## src/rtl/mem_access_stage.sv

```systemverilog
// RV32I memory-access stage: loads/stores over req/gnt/rvalid, registered writeback.
// Optional watchdog abort enabled by defining MEM_TIMEOUT_EN.
module mem_access_stage #(
  parameter int ADDR_W         = 16,
  parameter int TIMEOUT_CYCLES = 64
) (
  input  logic              clk,
  input  logic              reset_n,
  input  logic              ex_valid,
  input  logic              ex_is_load,
  input  logic              ex_is_store,
  input  logic [2:0]        ex_funct3,
  input  logic [31:0]       ex_result,
  input  logic [31:0]       ex_store_data,
  input  logic [4:0]        ex_rd,
  output logic              stall,
  output logic              mem_req,
  output logic              mem_we,
  output logic [ADDR_W-3:0] mem_addr,
  output logic [3:0]        mem_be,
  output logic [31:0]       mem_wdata,
  input  logic              mem_gnt,
  input  logic              mem_rvalid,
  input  logic [31:0]       mem_rdata,
  output logic              wb_valid,
  output logic [4:0]        wb_rd,
  output logic [31:0]       wb_result,
  output logic              misalign_err,
  output logic              bus_err
);

  localparam logic [1:0] IDLE    = 2'd0;
  localparam logic [1:0] REQ     = 2'd1;
  localparam logic [1:0] WAIT_RD = 2'd2;

  logic [1:0]  state;
  logic [4:0]  rd_q;
  logic [2:0]  f3_q;
  logic [1:0]  lane_q;
  logic        bus_err_q;
  logic        tmo_hit;

  logic        is_mem;
  logic        misal;
  logic [1:0]  lo;
  logic [3:0]  be_n;
  logic [31:0] wd_n;
  logic [31:0] sh;
  logic [31:0] ld_data;

  assign stall   = (state != IDLE);
  assign mem_req = (state == REQ);
  assign lo      = ex_result[1:0];
  assign is_mem  = ex_is_load | ex_is_store;

  always_comb begin
    misal = 1'b0;
    be_n  = 4'b1111;
    wd_n  = ex_store_data;
    unique case (ex_funct3)
      3'b001, 3'b101: misal = lo[0];
      3'b010:         misal = (lo != 2'b00);
      default:        misal = 1'b0;
    endcase
    if (ex_is_store) begin
      unique case (ex_funct3[1:0])
        2'b00: begin
          be_n = 4'b0001 << lo;
          wd_n = {4{ex_store_data[7:0]}};
        end
        2'b01: begin
          be_n = 4'b0011 << lo;
          wd_n = {2{ex_store_data[15:0]}};
        end
        default: begin
          be_n = 4'b1111;
          wd_n = ex_store_data;
        end
      endcase
    end
  end

  // Move the addressed lane down to bit 0, then extend by access type.
  always_comb begin
    sh = mem_rdata >> {lane_q, 3'b000};
    unique case (f3_q)
      3'b000:  ld_data = {{24{sh[7]}}, sh[7:0]};
      3'b100:  ld_data = {24'd0, sh[7:0]};
      3'b001:  ld_data = {{16{sh[15]}}, sh[15:0]};
      3'b101:  ld_data = {16'd0, sh[15:0]};
      default: ld_data = mem_rdata;
    endcase
  end

`ifdef MEM_TIMEOUT_EN
  logic [31:0] tmo_cnt;

  always_ff @(posedge clk) begin
    if (!reset_n) begin
      tmo_cnt <= '0;
    end else if (state == IDLE || (state == REQ && mem_gnt)) begin
      tmo_cnt <= '0;
    end else begin
      tmo_cnt <= tmo_cnt + 32'd1;
    end
  end

  assign tmo_hit = (tmo_cnt == 32'(TIMEOUT_CYCLES - 1));
  assign bus_err = bus_err_q;
`else
  assign tmo_hit = 1'b0;
  assign bus_err = 1'b0;
`endif

  always_ff @(posedge clk) begin
    if (!reset_n) begin
      state        <= IDLE;
      mem_we       <= 1'b0;
      mem_addr     <= '0;
      mem_be       <= '0;
      mem_wdata    <= '0;
      wb_valid     <= 1'b0;
      wb_rd        <= '0;
      wb_result    <= '0;
      misalign_err <= 1'b0;
      bus_err_q    <= 1'b0;
      rd_q         <= '0;
      f3_q         <= '0;
      lane_q       <= '0;
    end else begin
      wb_valid     <= 1'b0;
      misalign_err <= 1'b0;
      bus_err_q    <= 1'b0;
      unique case (state)
        IDLE: begin
          if (ex_valid) begin
            if (!is_mem) begin
              wb_valid  <= 1'b1;
              wb_rd     <= ex_rd;
              wb_result <= ex_result;
            end else if (misal) begin
              misalign_err <= 1'b1;
            end else begin
              state     <= REQ;
              mem_we    <= ex_is_store;
              mem_addr  <= ex_result[ADDR_W-1:2];
              mem_be    <= be_n;
              mem_wdata <= wd_n;
              rd_q      <= ex_rd;
              f3_q      <= ex_funct3;
              lane_q    <= lo;
            end
          end
        end
        REQ: begin
          if (mem_gnt) begin
            if (mem_we) begin
              state <= IDLE;
            end else if (mem_rvalid) begin
              state     <= IDLE;
              wb_valid  <= 1'b1;
              wb_rd     <= rd_q;
              wb_result <= ld_data;
            end else begin
              state <= WAIT_RD;
            end
          end else if (tmo_hit) begin
            state     <= IDLE;
            bus_err_q <= 1'b1;
          end
        end
        WAIT_RD: begin
          if (mem_rvalid) begin
            state     <= IDLE;
            wb_valid  <= 1'b1;
            wb_rd     <= rd_q;
            wb_result <= ld_data;
          end else if (tmo_hit) begin
            state     <= IDLE;
            bus_err_q <= 1'b1;
          end
        end
        default: state <= IDLE;
      endcase
    end
  end

endmodule

```

## config.mk

```make
export PLATFORM = sky130hd
export DESIGN_NAME = mem_access_stage
export DESIGN_NICKNAME = d
export VERILOG_FILES = /design/src/rtl/mem_access_stage.sv
export SDC_FILE = /design/constraint.sdc
export NUM_CORES = 1
export LEC_CHECK = 0
export BUFFER_PORTS_ARGS = -buffer_cell sky130_fd_sc_hd__buf_2
export CORE_MARGIN = 2
export CORE_UTILIZATION = 52
export CTS_CLUSTER_SIZE = 40
export DETAILED_ROUTE_END_ITERATION = 8
export GPL_ROUTABILITY_DRIVEN = 0
export PLACE_DENSITY = 0.86
export SETUP_SLACK_MARGIN = 0.02
export SLEW_MARGIN = 20
export SYNTH_ARGS = -nofsm -noshare
export SYNTH_HDL_FRONTEND = slang
export SYNTH_SLANG_ARGS = --single-unit
```

## constraint.sdc

```tcl
create_clock -name clk -period 6.9 [get_ports clk]
set_clock_uncertainty 0.1 [all_clocks]
set_input_delay 0.69 -clock clk [delete_from_list [all_inputs] [get_ports clk]]
set_output_delay 0.69 -clock clk [all_outputs]
set_load 0.05 [all_outputs]
```

* Yosys cells after proc, flatten, opt, wreduce, memory -nomap -nowiden
Cells that the tools add are included.
Storage, ports and cells: bits in registers 102, input port bits 111, output and inout port bits 93
Cells by class: eq/ne operators 16, shift-type cells 3, mux-type cells 33, bitwise operators 2, reduce and logical (&&, ||, !) cells 11
Operators by type and width (number):
- two-way mux 32 bit | 6
- one-hot mux 32 bit (4 select lines) | 1
- one-hot mux 32 bit (3 select lines) | 1
- one-hot mux 32 bit (2 select lines) | 1
- >> shifter 32 x 5 -> 16 bit | 1
- two-way mux 5 bit | 5
- one-hot mux 5 bit (3 select lines) | 1
- two-way mux 2 bit | 7
- inequality test 2 bit (second input constant) | 6
- AND reduction 5 bit | 2
- == test 3 bit (second input constant) | 3
- one-hot mux 4 bit (2 select lines) | 1
- AND reduction 4 bit | 2
- == test 3 x 1 -> 1 bit (second input constant) | 2
- two-way mux 1 bit | 6
- one-hot mux 2 bit (3 select lines) | 1
- == test 2 x 1 -> 1 bit (second input constant) | 2
- logical NOT 2 bit | 2
- two-way mux 4 bit | 1
- nonzero test 2 bit | 2
- left shift 1 x 2 -> 4 bit (first input constant) | 1
- left shift 2 x 2 -> 4 bit (first input constant) | 1
- == test 3 x 2 -> 1 bit (second input constant) | 1
- logical NOT 3 bit | 1
- 8 further kinds | 8

* Depth between registers and ports, before layout
Gate-level depths: netlist (run 1).
depth after elaboration 7, gate-level depth with buffers 9

* Worst setup path after synthesis (run 1)
No wires, ideal clock.
path kind reg2reg, start register state[0], end register wb_result[15], arrival 2.043 ns, path slack 4.638 ns, cell stages (with the launch flop) 9, clock period less this slack 2.262 ns, cells stage by stage dfxtp_1 inv_1 ha_1 clkbuf_1 a221o_1 or2_1 clkbuf_1 and2_0 o31a_1
On the way: longest elaborated chain between the ends 3, elaborated cells on any way between the ends 10, those cells by class eq/ne: 6; mux: 1; reduce/logical: 3
RTL lines:
- from (decl) | line 36 | logic [1:0] state;
- from (signal assigned) | line 117 | state <= IDLE;
- from (signal assigned) | line 144 | state <= REQ;
- from (signal assigned) | line 158 | state <= IDLE;
- == test 2 x 1 -> 1 bit (tied with other cells) | line 134 | unique case (state)
- inequality test 2 x 1 -> 1 bit (no line) (tied with other cells)
- AND reduction 5 bit (no line)
- to (signal assigned) | line 140 | wb_result <= ex_result;
- to (signal assigned) | line 163 | wb_result <= ld_data;
- to (signal assigned) | line 177 | wb_result <= ld_data;
- to (decl) | line 27 | output logic [31:0] wb_result,
Several ways; a longest one is shown, not always the timed one. A chain may end at the register's enable or synchronous reset.

* Final worst setup path (run 1)
start register state[0], end register wb_result[25]
Same word-level chain as after synthesis.

==> results of run 1 <==
area by class of cell:
type	instances	area, um^2
sequential	102	2040
timing repair buffer	208	1060
clock inverter	7	128
inverter	8	30.0
fill	763	3050
clock buffer	9	124
tap	111	139
multi-input combinational	461	2630
path summary, 6_finish.rpt:
path                            cells past startpoint          start  slack (ps)       endpoint
worst max-delay path                                7       state[0]        3420  wb_result[25]
worst min-delay path                                2  mem_wdata[27]         350  mem_wdata[27]
worst max register to register                      7       state[0]        3420  wb_result[25]
worst min register to register                      2  mem_wdata[27]         350  mem_wdata[27]
registers in the layout, indices dropped and copies added (netlist names):
| register | flops |
|---|---|
| state | 2 |
| mem_be | 4 |
| f3_q | 3 |
| wb_valid | 1 |
| mem_addr | 14 |
| wb_result | 32 |
| mem_we | 1 |
| mem_wdata | 32 |
| rd_q | 5 |
| lane_q | 2 |
| misalign_err | 1 |
| wb_rd | 5 |
layout by cell type (no fill, tap or decap), types with 2 or more instances in the layout:
cell,netlist,routed
and3_1,2,2
a21oi_1,76,76
nor2b_1,16,15
mux2i_1,22,22
nor3_1,11,11
a211oi_1,13,13
nand4_1,2,2
clkbuf_8,0,9
a311oi_1,3,3
o21bai_1,7,7
a2bb2oi_1,6,6
nand2b_1,16,16
bufinv_16,0,3
o22ai_1,6,6
a221oi_1,16,16
a31oi_1,8,8
nand2_1,132,132
dfxtp_1,102,102
nand3_1,2,2
clkinv_4,0,2
o221ai_1,8,8
a311o_1,9,9
o211ai_1,9,9
o21ai_0,37,37
ha_1,4,4
buf_4,2,6
nand3b_1,2,2
inv_1,8,7
buf_2,10,202
nor2_1,36,35
per-layer routing:
metal	up-vias	routed length (um)
li1	2543	-
met1	2404	5950
met2	302	7170
met3	33	1450
met4	0	299
met5	-	0
stage by stage:
step | power, mW | cells
after floorplan | 1.16 | 626
after global placement | 1.30 | 890
after detailed placement | 1.32 | 890
after CTS | 1.78 | 906
after global routing | 1.85 | 906
final | 1.77 | 906
tightest hold or removal path: cells and delay by family (launching register included):
kind,cells,cell delay [ps]
flops,1,320
simple gates,1,50
compound gates,1,50
logic make-up after synthesis:
family / synth area share (%)
flip-flops: 41.5
buffers and inverters: 5.21
AO/OA/AOI/OAI: 27.1
AND/OR/NAND/NOR: 20.4
multiplexers: 4.70
other: 0.0762
adder cells (fa/ha/maj): 1.02
power groups by stage:
stage          Clock [mW]  Combinational (mW)  Sequential [mW]
2_1_floorplan           0               0.241            0.917
3_3_place_gp            0               0.593            0.707
3_5_place_dp            0               0.606            0.710
4_1_cts             0.475               0.608            0.697
5_1_grt             0.496               0.653            0.705
6_report            0.466               0.610            0.698
==> summary.md, run 1 <==
| Metric | Value |
|---|---|
| Synth Instances | 626 |
| Num CTS Buffers | 9 |
| Slack of the critical path | 3420 ps |
| Final nets | 905 |
| Clk slew on worst S/H paths | 100 ps |
| Critical Path AT | 3590 ps |
| Post-route minimum period | around 3500 ps |
| CP max-delay cell | nor2_4 |
| Fin util | 66.9% |
| Sw frac | 39.8% |
| Synth top area share | 41.5% |
| Busiest layer in global routing | met2 |
| Fmax | 0.287 GHz |
| Initial Utilization | ~53% |
| Syn_nets | 741 |
| Finished Cell Area | 6150 um^2 |
| Cts hold-fix bufs | 0 |
| Total negative setup slack | 0 ps |
| Tcrit/Tclk final | roughly 50% |
| Hold Fails Final Rpt | 0 |
| Syn avg cell area | ~7.9 um^2 |
| Maximum capacitance violations | 0 |
| I/O Buffers | 202 |
| Synth Warn # | 0 |
| Dpl ws | 3440 ps |
| Post-synth EDFFs | 0 |
| Final WL | 14,900 um |
| Crit path largest cell delay | 790 ps |
| Clock sinks | 102 |
| Met2 Usage GRT | between 40% and 50% |
| Drt via density | 5.83 |
| #FFs+latches synth | 102 |
| H-Tree Depth | 3 |
| Die W | 101 um |
| # DRC | 0 |
| Vias in the first global route | 5,029 |
| Wire per inst | around 16 um |
| DP Area | 5900 um^2 |
| Internal Power | 1.07 mW |
| Cts repair resizes | 0 |
| Measured slew at the worst slew-check pin | 1010 ps |
| Area grow syn2layout | 25.0% |
| First-pass GRT wire length | 23,500 um |
| Tightest Hold Check Type | reg -> reg |
| Setup crit start kind | flop |
| Core ar. | 9200 um^2 |
| Power per Cell Area | 288 nW/um^2 |
| Cell variety after synth | 47 |
| Die ar. | slightly above 10,000 um^2 |
| DRT iter0 DRCs | 247 |
| Sequential Power Share | 39.3% |
| Psw | 0.705 mW |
| RSZ-0062 raised after global routing | false |
| Met3 GRT Util | about 7.5% |
| Critical Path Fanout Max | 56 |
| Power share of the combinational group | 34.4% |
| Drt first pass iters | 6 |
| Worst Path Buf+Inv | 2 |
| Crit Path Category | reg -> reg |
| Area leader, netlist | dfxtp_1 |
| Via count of the routed design | 5,282 |
| Count leader, synth | nand2_1 |
| VDD IR max | ~0.17 mV |
| Static Leakage | about 2.7 nW |
| Worst-path cell chain | inv_1 > ha_1 > buf_4 > a221o_1 > nor2_4 > o311a_1 > a221oi_1 |
| Largest net degree at the start of global routing | 65 |
| CTS root buffer | clkbuf_8 |
| Ys async rst share | 0% |
| Worst path top cell family by delay | compound AO/OA/AOI/OAI gates |
| IO Pins | around 200 |
| Post-CTS setup buffer count | 0 |
| Status | finished, final reports clean |
| Core Rows | 35 |
| Main area contributors after synthesis | dfxtp_1, nand2_1, a21oi_1 |
| Req. time, crit path | roughly 7000 ps |
| Synth cell count leaders | nand2_1, dfxtp_1, a21oi_1 |
| HPWL after detailed placement | 10,700 um |
| Hold_ws | 352 ps |
| Die height | between 100 and 150 um |
| Layout cells sized above 1 | 29.3% |
| Seq/Total Area, Yosys | about two fifths |
| GR Util met1 | 34.7% |
| Normalized max-slew margin | between 30% and 40% |
| CTS tree | built |
| Synth Flop Type | dfxtp_1 |
| GR Util All Layers | 28.3% |
| Worst skew pair latency | ~360 ps |
| Setup violators final | 0 |
| Syn Std Cell Area | 4920 um^2 |
| Clock power frac | 26.3% |
| Max clock buf depth | 2 |
| Pins over their slew limit | 0 |
| Setup crit end kind | flop |
| Gr ovfl total | 0 |
| ANT nets after route | 0 |
| ANT cells | 0 |
| Initial antenna violation count | 0 |
No activity file was read; power rests on OpenSTA's default activity.
==> run 2: changes to the inputs <==
--- a/config.mk
+++ b/config.mk
@@ -5,13 +5,14 @@
 export SDC_FILE = /design/constraint.sdc
 export NUM_CORES = 1
 export LEC_CHECK = 0
+export ABC_AREA = 1
 export BUFFER_PORTS_ARGS = -buffer_cell sky130_fd_sc_hd__buf_2
 export CORE_MARGIN = 2
-export CORE_UTILIZATION = 52
+export CORE_UTILIZATION = 50
 export CTS_CLUSTER_SIZE = 40
 export DETAILED_ROUTE_END_ITERATION = 8
 export GPL_ROUTABILITY_DRIVEN = 0
-export PLACE_DENSITY = 0.86
+export PLACE_DENSITY = 0.81
 export SETUP_SLACK_MARGIN = 0.02
 export SLEW_MARGIN = 20
 export SYNTH_ARGS = -nofsm -noshare
==> constraint.sdc (replaced) <==
create_clock -name clk -period 3.39 [get_ports clk]
set_clock_uncertainty 0.1 [all_clocks]
set_input_delay 0.339 -clock clk [delete_from_list [all_inputs] [get_ports clk]]
set_output_delay 0.339 -clock clk [all_outputs]
set_load 0.05 [all_outputs]
==> run 2 against run 1 <==
Die area rose by 13%. Critical endpoint is now wb_result[30]. Highest routed layer is now met5. Largest power group is now combinational logic. Combinational power rose to 5.9 times the previous value. Count of clock-buffer cells in the layout did not move. Hold slack got worse by 240 ps.
==> summary.md, run 2 <==
| Metric | Value |
|---|---|
| Tcrit/Tclk final | 77.0% |
| VDD IR max | roughly 0.53 mV |
| Setup crit end kind | flop |
| Initial Utilization | 51.9% |
| Xor/xnor cell area share of the yosys netlist | 0% |
| Drt first pass iters | 8 |
| HPWL after detailed placement | about 12,000 um |
| IO Pins | 204 |
| RSZ-0062 raised after global routing | false |
| Num CTS Buffers | 9 |
| Finished Cell Area | 6550 um^2 |
| Area leader, netlist | dfxtp_1 |
| Synth Instances | 838 |
| Hold Fails Final Rpt | 0 |
| Most frequent cells in the layout | nand2_1, buf_2, a21oi_1 |
| Hold_ws | 116 ps |
| Met3 GRT Util | ~5.6% |
| Layout cells sized above 1 | approximately a quarter |
| Vias in the first global route | 5,195 |
| Clock sinks | 102 |
| Most common cell after layout, fill and taps aside | nand2_1 |
| Die height | 108 um |
| DRT iter0 DRCs | 470 |
| ANT nets after route | 0 |
| Post-CTS setup buffer count | 0 |
| Crit Path Category | reg -> reg |
| Seq/Total Area, Yosys | 37.9% |
| Critical Path AT | 2810 ps |
| Busiest layer in global routing | met2 |
| Post-synthesis simple-gate area fraction | between 20% and 30% |
| Cts hold-fix bufs | 0 |
| Drt via density | approximately 5.3 |
| GR Util met1 | 34.4% |
| DP Area | 6340 um^2 |
| Synth top area share | 37.9% |
| Largest family of logic cells by synthesized area | simple AND/OR/NAND/NOR gates |
| Tightest Hold Check Type | in -> reg |
| I/O Buffers | 202 |
| Largest regs | mem_wdata (32), wb_result (32), mem_addr (14) |
| Critical Path Fanout Max | 53 |
| CTS root buffer | clkbuf_8 |
| Synth Flop Type | dfxtp_1 |
| Maximum capacitance violations | 0 |
| Fraction of the mapped netlist area in compound gates | a little over a fifth |
| Max clock buf depth | 2 |
| Initial antenna violation count | 1 |
| Post-route minimum period | 2610 ps |
| H-Tree Depth | 3 |
| Die W | 108 um |
| Fin util | 63.1% |
| Synth Area in Adders | 0.930% |
| Worst skew pair latency | approximately 370 ps |
| # DRC | 0 |
| Normalized max-slew margin | ~40% |
| Static Leakage | 3.40 nW |
| Syn Std Cell Area | 5380 um^2 |
| Largest net degree at the start of global routing | 57 |
| Syn_nets | 953 |
| GR Util All Layers | 27.0% |
| Count leader, synth | nand2_1 |
| Final WL | roughly 16,000 um |
| Measured slew at the worst slew-check pin | 906 ps |
| Synth cell count leaders | nand2_1, a21oi_1, dfxtp_1 |
| Core Rows | 37 |
| Power per Cell Area | 938 nW/um^2 |
| Fmax | 0.383 GHz |
| Ys async rst share | 0% |
| #FFs+latches synth | 102 |
| Cts repair resizes | 0 |
| First-pass GRT wire length | 25,000 um |
| Setup violators final | 0 |
| Final nets | between 1,000 and 1,500 |
| Gr ovfl total | 0 |
| Synth Warn # | 0 |
| Total negative setup slack | 0 ps |
| Clk slew on worst S/H paths | approximately 110 ps |
| Post-synth EDFFs | 0 |
| Area grow syn2layout | 21.6% |
| Wire per inst | between 10 and 15 um |
| Pins over their slew limit | 0 |
| Fillers | 1,041 |
| Via count of the routed design | 6,044 |
| Core ar. | 10,400 um^2 |
| Setup crit start kind | flop |
| Met2 Usage GRT | 45.6% |
| Post-synthesis mux area share | 0% |
| Req. time, crit path | roughly 3600 ps |
| Die ar. | 11,600 um^2 |
| CTS tree | built |
| Main area contributors after synthesis | dfxtp_1, nand2_1, a21oi_1 |
| Status | finished, final reports clean |
| Cell variety after synth | 30 |
| ANT cells | 0 |
| Syn avg cell area | 6.42 um^2 |
[run 2: cell types whose count changed after synthesis, sizes merged, moves of 19 or more]
cell   previous run  this run
a21oi            76       141
inv               8        63
mux2i            22         0
nand2           132       263
nand3             2        45
nor2             36        55
o21ai            38        85
[run 2: kinds of logic after synthesis]
kind of cell,count (synthesis)
AO/OA/AOI/OAI,228
adder cells (fa/ha/maj),4
buffers and inverters,119
flip-flops,102
other,1
AND/OR/NAND/NOR,384
[run 2: area by class of cell]
class	count	area, um^2	area share, %
Clock buffer	9	124	1.89
Inverter	64	240	3.67
Timing Repair Buffer	210	1070	16.4
Sequential cell	102	2040	31.2
Multi-Input combinational cell	617	2810	43.0
Clock inverter	7	85.1	1.30
Tap cell	136	170	2.60
[run 2: critical path, cell delays in order, from the launching register on]
cell and delay (ps):
dfxtp_1 390, inv_1 90, ha_1 300, buf_4 200
inv_1 80, o21ai_1 60, nor2_1 80, nand2_1 60
buf_4 200, inv_2 620, o21ai_0 190, a21oi_1 160
[run 2: final timing paths]
check / start / endpoint / slack (ps) / depth (start not counted)
setup / recovery: state[0] / wb_result[30] / 780 / 11
hold / removal: ex_store_data[1] / mem_wdata[1] / 120 / 3
setup reg to reg: state[0] / wb_result[30] / 780 / 11
hold reg to reg: rd_q[0] / rd_q[0] / 350 / 2
[run 2: routing by layer]
metal / vias to the layer above / routed length (um)
met4: 2 / 318
met3: 26 / 1500
met5: - / 13
li1: 3037 / -
met2: 280 / 7760
met1: 2699 / 6810
[run 2: power by group]
group	internal [mW]	leakage, nW	switching (mW)
clock	0.359	0.107	0.469
sequential	1.54	0.837	0.198
combinational	0.943	2.46	2.63
[run 2: metrics by stage]
stage | power, mW | instances | worst slack [ps]
after global placement | 5.26 | 1129 | 994
after CTS | 6.14 | 1145 | 807
after floorplan | 4.57 | 838 | 1540
after global routing | 6.56 | 1145 | 555
final | 6.14 | 1145 | 780
after detailed placement | 5.30 | 1129 | 884
==> run 3: changes to the inputs <==
==> constraint.sdc (replaced) <==
create_clock -name clk -period 2.5 [get_ports clk]
set_clock_uncertainty 0.1 [all_clocks]
set_input_delay 0.25 -clock clk [delete_from_list [all_inputs] [get_ports clk]]
set_output_delay 0.25 -clock clk [all_outputs]
set_load 0.05 [all_outputs]
==> run 3 against run 2 <==
Maximum frequency rose by 33%. Die area did not move. Non-clock buffer count rose by 3. Final area rose by 0.50%. Sequential share of layout area fell by 0.15 points. Final cell count rose by 0.26%. Count of clock-buffer cells in the layout rose by 1. Sequential cell count did not move. Critical path type unchanged.
==> summary.md, run 3 (synthesized netlist as in run 2, its figures left out) <==
| Metric | Value |
|---|---|
| Post-Layout Cell Count | 1,148 |
| Psw | 4.43 mW |
| Setup crit end kind | flop |
| Worst skew pair latency | ~360 ps |
| Final WL | 16,200 um |
| Gr ovfl total | 0 |
| Status | finished, final reports clean |
| Setup violators final | 0 |
| Hold Fails Final Rpt | 0 |
| Critical Path AT | around 2100 ps |
| Cts hold-fix bufs | 0 |
| Normalized max-slew margin | between 40% and 50% |
| Post-route minimum period | a little under 2000 ps |
| Most common cell after layout, fill and taps aside | nand2_1 |
| Clock power frac | 11.9% |
| Die ar. | 11,600 um^2 |
| Sequential Power Share | 28.5% |
| Clk slew on worst S/H paths | 100 ps |
| Setup crit start kind | flop |
| H-Tree Depth | 3 |
| CTS root buffer | clkbuf_8 |
| Cts repair resizes | 0 |
| Critical Path Fanout Max | 53 |
| Final Power | slightly above 8 mW |
| Num CTS Buffers | 9 |
| Die height | 108 um |
| Finished Cell Area | 6580 um^2 |
| Area grow syn2layout | 22.2% |
| ANT nets after route | 0 |
| # DRC | 0 |
| Fin util | 63.4% |
| Post-Place Cells | 1,132 |
| Total negative setup slack | 0 ps |
| Post-CTS setup buffer count | 0 |
| Tcrit/Tclk final | roughly 79% |
| Wire per inst | ~14 um |
| VDD IR max | between 0.7 and 0.8 mV |
| CP startpoint | state[0] |
| Static Leakage | 3.41 nW |
| Fmax | 0.509 GHz |
| Max clock buf depth | 2 |
| Initial antenna violation count | 0 |
| Largest net degree at the start of global routing | 57 |
| HPWL after detailed placement | 12,000 um |
| Measured slew at the worst slew-check pin | approximately 780 ps |
| Core ar. | roughly 10,000 um^2 |
| I/O Buffers | 202 |
| Die W | 108 um |
| Core Rows | 37 |
| Sw frac | ~54% |
| Vias in the first global route | 5,296 |
| Final nets | between 1,000 and 1,500 |
| Maximum capacitance violations | 0 |
| Clock sinks | 102 |
| Pins over their slew limit | 0 |
| Tightest Hold Check Type | in -> reg |
| Initial Utilization | 51.9% |
| ANT cells | 0 |
| IO Pins | just over 200 |
| Power share of the combinational group | 59.6% |
| RSZ-0062 raised after global routing | false |
| Via count of the routed design | 6,003 |
| CTS tree | built |
| Most frequent cells in the layout | nand2_1, buf_2, a21oi_1 |
| Internal Power | 3.83 mW |
| Drt first pass iters | 6 |
| Power per Cell Area | 1250 nW/um^2 |
| DRT iter0 DRCs | 439 |
| Reg2reg start | state[0] |
| Largest regs | mem_wdata (32), wb_result (32), mem_addr (14) |
| Drt via density | about 5.2 |
| Crit Path Category | reg -> reg |
| DP Area | 6400 um^2 |
| Dpl ws | between 500 and 600 ps |
| Hold_ws | 35.5 ps |
| Req. time, crit path | 2660 ps |
| Layout cells sized above 1 | 25.7% |
| GR Util All Layers | 26.8% |
| Worst Hold Launch | ex_store_data[0] |
| Slack of the critical path | 536 ps |
| First-pass GRT wire length | between 20,000 and 25,000 um |
==> run 3: changes by cell type in the layout (fill, tap and decap cells not counted) <==
cell,previous run,this run
bufinv_16,1,0
clkbuf_1,0,1
inv_6,4,2
clkinvlp_4,0,1
clkinv_4,1,2
buf_12,0,3
==> run 3: critical path, cell delays in order, from the launching register on <==
cell     delay (ps)
dfxtp_1         370
inv_1            80
ha_1            310
inv_1            60
o21ai_1         120
nor2_1           50
nand2_1         210
inv_2            80
buf_12          190
nor2_1          110
nor2_1           40
nand2_1         100
inv_1            40
==> run 3: layout make-up <==
cell class,instances,area [um^2]
Fill cell,1003,3790
Multi-Input combinational cell,617,2810
Sequential cell,102,2040
Timing Repair Buffer,213,1130
Inverter,64,240
Tap cell,136,170
Clock buffer,10,128
Clock inverter,6,53.8
==> run 3: routing by layer <==
| metal | vias up | routed length (um) | track usage [%] | part of all wire (%) |
|---|---|---|---|---|
| met1 | 2683 | 6840 | 33.9 | 42 |
| met3 | 28 | 1290 | 7.20 | 8.0 |
| met2 | 252 | 7690 | 44.9 | 48 |
| li1 | 3040 | - | - | - |
| met5 | - | 0 | 0 | 0 |
| met4 | 0 | 333 | 7.42 | 2.1 |
==> run 3: worst paths after layout <==
path,cells past startpoint,end,slack [ps]
worst max-delay path,12,wb_result[1],540
worst min-delay path,3,mem_wdata[0],40
worst max register to register,12,wb_result[1],540
worst min register to register,2,rd_q[0],350
==> run 3: power by group through the flow <==
stage / clock (mW) / sequential (mW) / combinational [mW]
3_5_place_dp: 0 / 2.38 / 4.90
4_1_cts: 1.00 / 2.35 / 4.91
6_report: 0.981 / 2.35 / 4.92
2_1_floorplan: 0 / 3.77 / 2.43
3_3_place_gp: 0 / 2.38 / 4.84
5_1_grt: 1.08 / 2.40 / 5.36
